--- config.mk ---
export PLATFORM = sky130hd
export DESIGN_NAME = audio_stream_ctrl
export DESIGN_NICKNAME = d
export VERILOG_FILES = /design/src/rtl/audio_stream_ctrl.sv
export SDC_FILE = /design/constraint.sdc
export NUM_CORES = 1
export LEC_CHECK = 0
export BUFFER_PORTS_ARGS = -buffer_cell sky130_fd_sc_hd__buf_2
export CAP_MARGIN = 20
export CORE_AREA = 2 2 139 141
export CTS_BUF_LIST = sky130_fd_sc_hd__clkbuf_8
export CTS_CLUSTER_SIZE = 10
export DETAILED_ROUTE_END_ITERATION = 10
export DIE_AREA = 0 0 141 143
export SKIP_CTS_REPAIR_TIMING = 1
export SLEW_MARGIN = 40
export SYNTH_ARGS = -nofsm -noshare
export SYNTH_HDL_FRONTEND = slang
export SYNTH_SLANG_ARGS = --single-unit
--- constraint.sdc ---
create_clock -name clk -period 3.75 [get_ports clk]
set_input_delay 0.5625 -clock clk [delete_from_list [all_inputs] [get_ports clk]]
set_output_delay 0.5625 -clock clk [all_outputs]
set_load 0.02 [all_outputs]
--- src/rtl/audio_stream_ctrl.sv ---
// Sound-out sequencer: decodes command ops, prefills a small sample FIFO from DMA,
// then hands one stereo sample per 22/44 kHz rate tick to the DAC serializer.
module audio_stream_ctrl #(
    parameter int CLK_DIV_44K = 256,
    parameter int FIFO_DEPTH  = 4,
    parameter int LOW_WATER   = 2
) (
    input  logic        clk,
    input  logic        reset_n,
    input  logic [15:0] op,
    input  logic        op_valid,
    input  logic [31:0] sample_in,
    input  logic        sample_in_valid,
    output logic        sample_in_ready,
    output logic        dma_req,
    output logic [31:0] sample_out,
    output logic        sample_strobe,
    output logic        rate_22k,
    output logic        streaming,
    output logic        underrun,
    output logic        power_on
);

    localparam int AW    = $clog2(FIFO_DEPTH);
    localparam int CW    = AW + 1;
    localparam int DIV_W = $clog2(CLK_DIV_44K);
    localparam logic [DIV_W-1:0] DIV_MAX = DIV_W'(CLK_DIV_44K - 1);
    localparam logic [CW-1:0]    CNT_FULL = CW'(FIFO_DEPTH);
    localparam logic [CW-1:0]    CNT_LW   = CW'(LOW_WATER);

    typedef enum logic [1:0] {IDLE, PRIME, STREAM, DRAIN} state_t;

    state_t                         state_q, state_d;
    logic [FIFO_DEPTH-1:0][31:0]    mem_q, mem_d;
    logic [AW-1:0]                  wr_ptr_q, wr_ptr_d, rd_ptr_q, rd_ptr_d;
    logic [CW-1:0]                  cnt_q, cnt_d;
    logic [DIV_W-1:0]               div_q, div_d;
    logic                           phase_q, phase_d;
    logic [31:0]                    sample_out_q, sample_out_d;
    logic                           strobe_q, strobe_d;
    logic                           rate_22k_q, rate_22k_d;
    logic                           underrun_q, underrun_d;
    logic                           power_on_q, power_on_d;

    logic is_start22, is_start44, is_start, is_flush, is_eos;
    logic running, wrap, tick, push, pop, full;

    assign full            = (cnt_q == CNT_FULL);
    assign sample_in_ready = ((state_q == PRIME) || (state_q == STREAM)) && !full;
    assign dma_req         = ((state_q == PRIME) || (state_q == STREAM)) && (cnt_q < CNT_LW);
    assign sample_out      = sample_out_q;
    assign sample_strobe   = strobe_q;
    assign rate_22k        = rate_22k_q;
    assign streaming       = (state_q != IDLE);
    assign underrun        = underrun_q;
    assign power_on        = power_on_q;

    always_comb begin
        is_start22 = op_valid && (op[15:8] == 8'h1f);
        is_start44 = op_valid && (op[15:8] == 8'h0f);
        is_start   = is_start22 || is_start44;
        is_flush   = op_valid && (op[15:8] == 8'hff);
        is_eos     = op_valid && (op[15:8] == 8'hc7) && op[0];

        running = (state_q == STREAM) || (state_q == DRAIN);
        wrap    = running && (div_q == DIV_MAX);
        // At 22 kHz only every second wrap produces a tick.
        tick    = wrap && (!rate_22k_q || phase_q);
        push    = sample_in_valid && sample_in_ready;
        pop     = 1'b0;

        state_d      = state_q;
        mem_d        = mem_q;
        div_d        = running ? (wrap ? '0 : div_q + 1'b1) : div_q;
        phase_d      = wrap ? ~phase_q : phase_q;
        sample_out_d = sample_out_q;
        strobe_d     = 1'b0;
        rate_22k_d   = rate_22k_q;
        underrun_d   = underrun_q;
        power_on_d   = op_valid && (op == 16'hc5ef);

        case (state_q)
            IDLE: begin
                if (is_start) begin
                    state_d    = PRIME;
                    rate_22k_d = is_start22;
                    div_d      = '0;
                    phase_d    = 1'b0;
                    underrun_d = 1'b0;
                end
            end
            PRIME: begin
                if (cnt_q >= CNT_LW) begin
                    state_d = STREAM;
                    div_d   = '0;
                    phase_d = 1'b0;
                end
            end
            STREAM: begin
                if (tick) begin
                    strobe_d = 1'b1;
                    if (cnt_q != '0) begin
                        pop          = 1'b1;
                        sample_out_d = mem_q[rd_ptr_q];
                    end else begin
                        sample_out_d = '0;
                        underrun_d   = 1'b1;
                    end
                end
                if (is_eos && !is_start) state_d = DRAIN;
            end
            DRAIN: begin
                if (tick) begin
                    if (cnt_q != '0) begin
                        pop          = 1'b1;
                        strobe_d     = 1'b1;
                        sample_out_d = mem_q[rd_ptr_q];
                    end else begin
                        state_d = IDLE;
                    end
                end
            end
            default: state_d = IDLE;
        endcase

        // A restart while active retimes the rate but keeps queued samples.
        if (is_start && (state_q != IDLE)) begin
            rate_22k_d = is_start22;
            div_d      = '0;
            phase_d    = 1'b0;
        end

        if (push) mem_d[wr_ptr_q] = sample_in;
        wr_ptr_d = push ? wr_ptr_q + 1'b1 : wr_ptr_q;
        rd_ptr_d = pop  ? rd_ptr_q + 1'b1 : rd_ptr_q;
        cnt_d    = cnt_q + CW'(push) - CW'(pop);

        if (is_flush) begin
            state_d      = IDLE;
            wr_ptr_d     = '0;
            rd_ptr_d     = '0;
            cnt_d        = '0;
            sample_out_d = '0;
            strobe_d     = 1'b0;
            underrun_d   = 1'b0;
        end
    end

    always_ff @(posedge clk or negedge reset_n) begin
        if (!reset_n) begin
            state_q      <= IDLE;
            mem_q        <= '0;
            wr_ptr_q     <= '0;
            rd_ptr_q     <= '0;
            cnt_q        <= '0;
            div_q        <= '0;
            phase_q      <= 1'b0;
            sample_out_q <= '0;
            strobe_q     <= 1'b0;
            rate_22k_q   <= 1'b0;
            underrun_q   <= 1'b0;
            power_on_q   <= 1'b0;
        end else begin
            state_q      <= state_d;
            mem_q        <= mem_d;
            wr_ptr_q     <= wr_ptr_d;
            rd_ptr_q     <= rd_ptr_d;
            cnt_q        <= cnt_d;
            div_q        <= div_d;
            phase_q      <= phase_d;
            sample_out_q <= sample_out_d;
            strobe_q     <= strobe_d;
            rate_22k_q   <= rate_22k_d;
            underrun_q   <= underrun_d;
            power_on_q   <= power_on_d;
        end
    end

endmodule

==> results.md, run 1 <==
- Outcome: complete, no violations
- Worst Max-Slew Pin Slew: ~760 ps
- Max Fclk: 318.3 MHz
- Initial Util: between 40% and 50%
- GRT Total Usage: approximately 18%
- Hold wc startpoint: op[5]
- Final min period: 3142 ps
- Clock skew: 10.47 ps
- Hold Crit Class: in2reg
- I/O pins: 91
- Worst vdd rail ir drop: 303.5 uV
- Slew Limit Fails: 0
- Syn Inst Count: 561
- Register area: ~0.0046 mm2
- Async set-reset flop share out of synthesis: 100.0%
- Cell area power density: a little under 800 mW/mm2
- Die ar.: 0.02016 mm2
- FILL cells: 1601
- Setup repair after global routing missed its margin: no
- Relative slew slack: roughly 50%
- Synth warnings: 0
- Num CTS Buffers: 17
- Area growth, synth to finish: 14.31%
- Syn_area_per_cell: roughly 15 um2
- Ys flop type: dfrtp_1
- R2R depth: 12
- Final count of hold timing violations: 0
- Die H: around 140 um
- Reg-to-reg slack, setup: approximately 610 ps
- Final setup viols: 0
- Site row count: 50
- Layout cells sized above 1: around half
- Largest net degree at the start of global routing: about 110
- Clock Pin Slew Worst Setup and Hold Paths: 90 ps
- Seq/Total Area, Yosys: between 50% and 60%
- Sum of negative setup slack: 0 ps
- Hold path depth: 3
- Net count after synthesis: around 630
- Critical path capture point type: flip-flop
- Clock tree root driver cell: clkbuf_8
- First-pass GRT wire length: 28430 um
- DR iter-0 viols: between 150 and 200
- Crit path launch type: flip-flop
- DR WL/cell: 19.10 um
- Yosys reg bits: between 150 and 200
- Vias per inst: 5.487
- Clock buffer depth: 2
- Footprint of the multi-input gates: about 0.0036 mm2
- Final WL: around 17000 um
- Clock sinks: 182
- GP Congestion: 0.8339
- CP arrival: between 3000 and 4000 ps
- Clock latency on the worst-skew pair: approximately 460 ps
- Die W: 141 um
- Vias in the first global route: 5359
- Drt drc: 0
- Fin util: 51.17%
- Required @ worst endpoint: between 4000 and 5000 ps
- Final #Nets: 715
- Port bufs: 90
- Mapped Area: around 0.0083 mm2
- R2R Path End: cnt_q[2]
- Yosys cell types: 46
- Cell taking the most area after synthesis: dfrtp_1
- Initial antenna violation count: 2
- TritonCTS clock tree: done
- Lkg Pwr: approximately 0.0045 uW
- HPWL Detailed: roughly 11000 um
- Setup Crit Path Kind: reg2reg
- Worst r2r src: state_q[0]
- EDFF count, synth: 0
- Final Cycle Share: a little over four fifths
- Detailed Routing Iterations Pass 1: 4
- GRT Residual Overflow: 0
- CORE AREA: around 0.019 mm2
- Post-detailed-route count of antenna-violating nets: 0
- CP max FO: 10
- WHS Endpoint: power_on
- Total number of vias: 4927
- Synth area leaders: dfrtp_1 (55%), mux2_2 (22%), mux4_2 (8.7%), nor2b_1 (2.6%), ha_1 (2.0%)
- Yosys top cell area share: between 50 and 60%
- CTS HTree Levels: 4
- Max_cap viols: 0
-- kinds of logic after synthesis --
family / after synthesis / synth area share, %
mux: 197 / 30.94
simple gates: 84 / 5.957
xor+xnor: 9 / 0.9477
fa+ha+maj: 14 / 2.196
flops: 182 / 54.75
compound gates: 34 / 3.008
buf+inv: 41 / 2.196
-- placed cells by master (no fill, tap or decap), drive strengths merged, types with 3 or more instances in the layout --
cell | Yosys | routed
o21ai | 5 | 5
clkinv | 0 | 6
buf | 21 | 98
a21oi | 12 | 12
dfrtp | 182 | 182
inv | 11 | 13
nor2b | 34 | 34
bufinv | 0 | 3
mux2i | 4 | 4
mux4 | 32 | 32
nand3 | 5 | 5
ha | 13 | 13
or3 | 8 | 8
nand4 | 3 | 3
nor3 | 4 | 4
nor2 | 8 | 8
mux2 | 161 | 161
nand2 | 11 | 11
clkbuf | 9 | 19
xor2 | 3 | 3
xnor2 | 6 | 6
-- registers in the layout, summed over array words and instances (netlist names) --
name,flops
mem_q,128
sample_out,32
div_q,8
cnt_q,3
rd_ptr_q,2
state_q,2
wr_ptr_q,2
phase_q,1
power_on,1
rate_22k,1
sample_strobe,1
underrun,1
-- layout make-up --
| cell class | instances | area share (%) |
|---|---|---|
| Clock inverter | 13 | 1.632 |
| Sequential cell | 182 | 47.95 |
| Multi-Input combinational cell | 338 | 38.18 |
| Timing Repair Buffer | 99 | 5.922 |
| Antenna cell | 2 | 0.05264 |
| Clock buffer | 19 | 2.750 |
| Tap cell | 234 | 3.079 |
| Inverter | 11 | 0.4343 |
-- metrics by stage --
stage / cell area, um2 / cells / total power [uW] / worst slack [ps] / hold slack [ps]
floorplan: 8318 / 561 / 5445 / 870.3 / 266.9
global placement: 9025 / 862 / 6021 / 718.7 / 481.0
detailed placement: 9047 / 862 / 6245 / 614.0 / 488.0
CTS: 9464 / 894 / 7625 / 591.2 / 219.4
global route: 9505 / 897 / 8057 / 311.6 / 325.6
finish: 9508 / 898 / 7531 / 608.0 / 360.6
-- worst max-delay path, stage by stage, from the launching register on --
cell and delay (ps):
dfrtp_1 430, inv_1 120, ha_1 380, o2111ai_2 180, or4b_2 760, nor2_1 140
ha_1 230, inv_1 50, ha_1 130, inv_1 50, fa_1 380, xnor2_1 140
nor2_1 60
-- per-layer routing --
metal | up-vias | global-route usage [%] | share of wire [%]
li1 | 2231 | - | -
met1 | 2584 | 22.60 | 43
met2 | 96 | 32.22 | 52
met3 | 16 | 3.856 | 3.6
met4 | 0 | 6.421 | 1.5
met5 | - | 0 | 0
-- report_power, final --
part / internal [uW] / total [uW] / switching, uW / leakage, uW
logic: 1690 / 2830 / 1140 / 0.00200
clock network: 691 / 1370 / 682 / 0.000213
registers: 2770 / 3330 / 560 / 0.00226
total: 5150 / 7530 / 2380 / 0.00447
-- how the worst max path moves through the flow --
stage | from | to
after floorplan | state_q[0] | cnt_q[2]
after global placement | state_q[0] | cnt_q[2]
after detailed placement | state_q[0] | cnt_q[2]
after CTS | state_q[0] | cnt_q[2]
after global routing | state_q[0] | cnt_q[2]
final | state_q[0] | cnt_q[2]
-- cell usage after synthesis (2+ instances only) --
master,instances
dfrtp_1,182
mux2_2,161
nor2b_1,34
mux4_2,32
buf_2,20
ha_1,13
a21oi_1,11
inv_1,11
nand2_1,11
clkbuf_1,9
nor2_1,8
or3_1,8
xnor2_1,6
nand3_1,5
mux2i_1,4
o21ai_0,4
nand4_1,3
nor3_1,3
xor2_1,3
a211oi_1,2
a22oi_1,2
and2_1,2
nor4_1,2
o2111a_1,2
o31ai_1,2
(Power assumes the default switching activity.)
==> inputs of run 2 (changes only) <==
==> constraint.sdc (replaced) <==
create_clock -name clk -period 3.15 [get_ports clk]
set_input_delay 0.4725 -clock clk [delete_from_list [all_inputs] [get_ports clk]]
set_output_delay 0.4725 -clock clk [all_outputs]
set_load 0.02 [all_outputs]
==> run 2 against run 1 <==
Die area unchanged. Combinational power increased by 20%. Flip-flop and latch count unchanged. Critical path type unchanged.
==> results.md, run 2 (same netlist as run 1, synthesis figures left out) <==
- Slew Limit Fails: 0 (unchanged)
- Highest metal used: met4
- Most common cell after layout, fill and taps aside: dfrtp_1
- Ant diodes: 0 (-2)
- Die W: 141 um (unchanged)
- GRT Total Usage: 18.13% (-0.21 points)
- Area growth, synth to finish: 14.06%
- Max Fclk: 342.1 MHz (+7.5%)
- Site row count: 50 (unchanged)
- CP arrival: 3270 ps (-220 ps)
- Clock Pin Slew Worst Setup and Hold Paths: 90 ps (about the same)
- CTS HTree Levels: 4 (unchanged)
- Max stage delay on crit path: 760 ps (about the same)
- Required @ worst endpoint: 3500 ps (-600 ps)
- Post-detailed-route count of antenna-violating nets: 0 (unchanged)
- Die H: 143 um (unchanged)
- Crit path cell chain: inv_1 -> ha_1 -> o2111ai_2 -> or4b_2 -> nor2_1 -> ha_1 -> inv_1 -> ha_1 -> inv_1 -> fa_1 -> xnor2_1 -> nor2_1
- Hold Crit Class: in2async
- Clock tree root driver cell: clkbuf_8
- FILL cells: 1642 (+2.6%)
- Crit path launch type: flip-flop
- DR WL/cell: 18.94 um (-0.83%)
- Clock skew: 13.06 ps (+2.592 ps)
- Relative slew slack: 53.09% (+3.5 points)
- Worst r2r src: state_q[0]
- Outcome: complete, no violations
- Vias per inst: 5.426 (-1.1%)
- Vias in the first global route: 5353 (-0.11%)
- DR iter-0 viols: 183 (+18%)
- HPWL Detailed: 11130 um (+0.59%)
- I/O pins: 91 (unchanged)
- Total number of vias: 4889 (-0.77%)
- Die ar.: 0.02016 mm2 (unchanged)
- Setup crit end: cnt_q[2]
- Met2 WL: 8501 um (-4.1%)
- Detailed Routing Iterations Pass 1: 4 (unchanged)
- Slowest CP cell: or4b_2
- Final Cycle Share: 92.79% (+9.0 points)
- Max reg flops: 128 (unchanged)
- Final #Nets: 722 (+0.98%)
- Reg with most FFs: mem_q
- Setup repair after global routing missed its margin: no
- Initial antenna violation count: 0 (-2)
- Clock latency on the worst-skew pair: 460 ps (about the same)
- Drt drc: 0 (unchanged)
- Clock sinks: 182 (unchanged)
- Port bufs: 90 (unchanged)
- Final count of hold timing violations: 0 (unchanged)
- Met3 wire length: 701 um (+15%)
- CP max FO: 4 (-6)
- Sum of negative setup slack: 0 ps (unchanged)
- Final setup viols: 0 (unchanged)
- Setup ws final: 227.1 ps (-380.8 ps)
- R2R Path End: cnt_q[2]
- Largest net degree at the start of global routing: 93 (-12%)
- Clock buffer depth: 2 (unchanged)
- Setup WS pre-CTS: 224.9 ps (-389.1 ps)
- Num CTS Buffers: 17 (unchanged)
- Final WL: 17070 um (-0.50%)
- Initial Util: 44.77% (unchanged)
- CORE AREA: 0.01858 mm2 (unchanged)
- R2R depth: 12 (unchanged)
- Cell area power density: 925.8 mW/mm2 (+17%)
- GP Congestion: 0.7490 (-10%)
- Worst vdd rail ir drop: 360.0 uV (+19%)
- Most frequent cells in the layout: dfrtp_1 (180), mux2_2 (161), buf_2 (89)
- Max_cap viols: 0 (unchanged)
- Reg-to-reg slack, setup: 230 ps (-380 ps)
- Final min period: 2923 ps (-219.2 ps)
- Critical Path Start: state_q[0]
- Worst Max-Slew Pin Slew: 703.7 ps (-53.18 ps)
- First-pass GRT wire length: 28080 um (-1.2%)
- TritonCTS clock tree: done
- Metal-1 WL: 7727 um (+4.2%)
- Setup Crit Path Kind: reg2reg
- Critical path capture point type: flip-flop
- Lkg Pwr: 0.004454 uW (-0.37%)
- GRT Residual Overflow: 0 (unchanged)
- Layout cells sized above 1: 50.97% (+0.068 points)
[run 2: cell type report]
class | instances | area, um2 | share of cell area [%]
clock inverters | 13 | 120.1 | 1.266
flip-flops and latches | 182 | 4559 | 48.05
inverters | 11 | 41.29 | 0.4352
multi-input cells | 338 | 3610 | 38.05
well taps | 234 | 292.8 | 3.086
repair buffers | 106 | 630.6 | 6.646
clock buffers | 17 | 234.0 | 2.466
[run 2: report_power, final]
| group | switching, uW | leakage (uW) | total (uW) | internal [uW] |
|---|---|---|---|---|
| clock network | 785 | 0.000196 | 1470 | 681 |
| registers | 621 | 0.00226 | 3920 | 3300 |
| logic | 1340 | 0.00200 | 3400 | 2060 |
| total | 2750 | 0.00445 | 8780 | 6040 |
[run 2: worst min-delay path by stage]
| stage | start | endpoint | slack, ps | depth (start not counted) |
|---|---|---|---|---|
| after floorplan | reset_n | cnt_q[0] | 180 | 0 |
| after global placement | mem_q[85] | mem_q[85] | 480 | 1 |
| after detailed placement | sample_out[29] | sample_out[29] | 490 | 1 |
| after CTS | reset_n | sample_strobe | 100 | 1 |
| after global routing | reset_n | rate_22k | 70 | 1 |
| final | reset_n | div_q[6] | 30 | 1 |
[run 2: worst max-delay path: cells and delay by family (launching register included)]
| family | cells | cell delay [ps] |
|---|---|---|
| and+or+nand+nor | 3 | 950 |
| adders and majority gates | 4 | 940 |
| DFF | 1 | 420 |
| buffers and inverters | 3 | 220 |
| xor gates and xnor gates | 1 | 160 |
| AOI/OAI and AO/OA | 1 | 150 |
[run 2: stage by stage]
| step | hold slack (ps) | area, um2 | instances | util, % | power [uW] |
|---|---|---|---|---|---|
| after floorplan | 176.9 | 8318 | 561 | - | 6482 |
| after global placement | 481.1 | 9130 | 871 | 49.14 | 7246 |
| after detailed placement | 488.1 | 9133 | 871 | 49.15 | 7430 |
| after CTS | 102.0 | 9487 | 901 | 51.06 | 8924 |
| after global routing | 70.23 | 9488 | 901 | 51.06 | 9428 |
| final | 33.04 | 9488 | 901 | 51.06 | 8784 |
[run 2: routing by layer]
metal,GRT usage (%),vias to the layer above
met2,30.37,93
met4,4.789,0
met1,23.69,2549
met5,0,-
li1,-,2236
met3,4.695,11
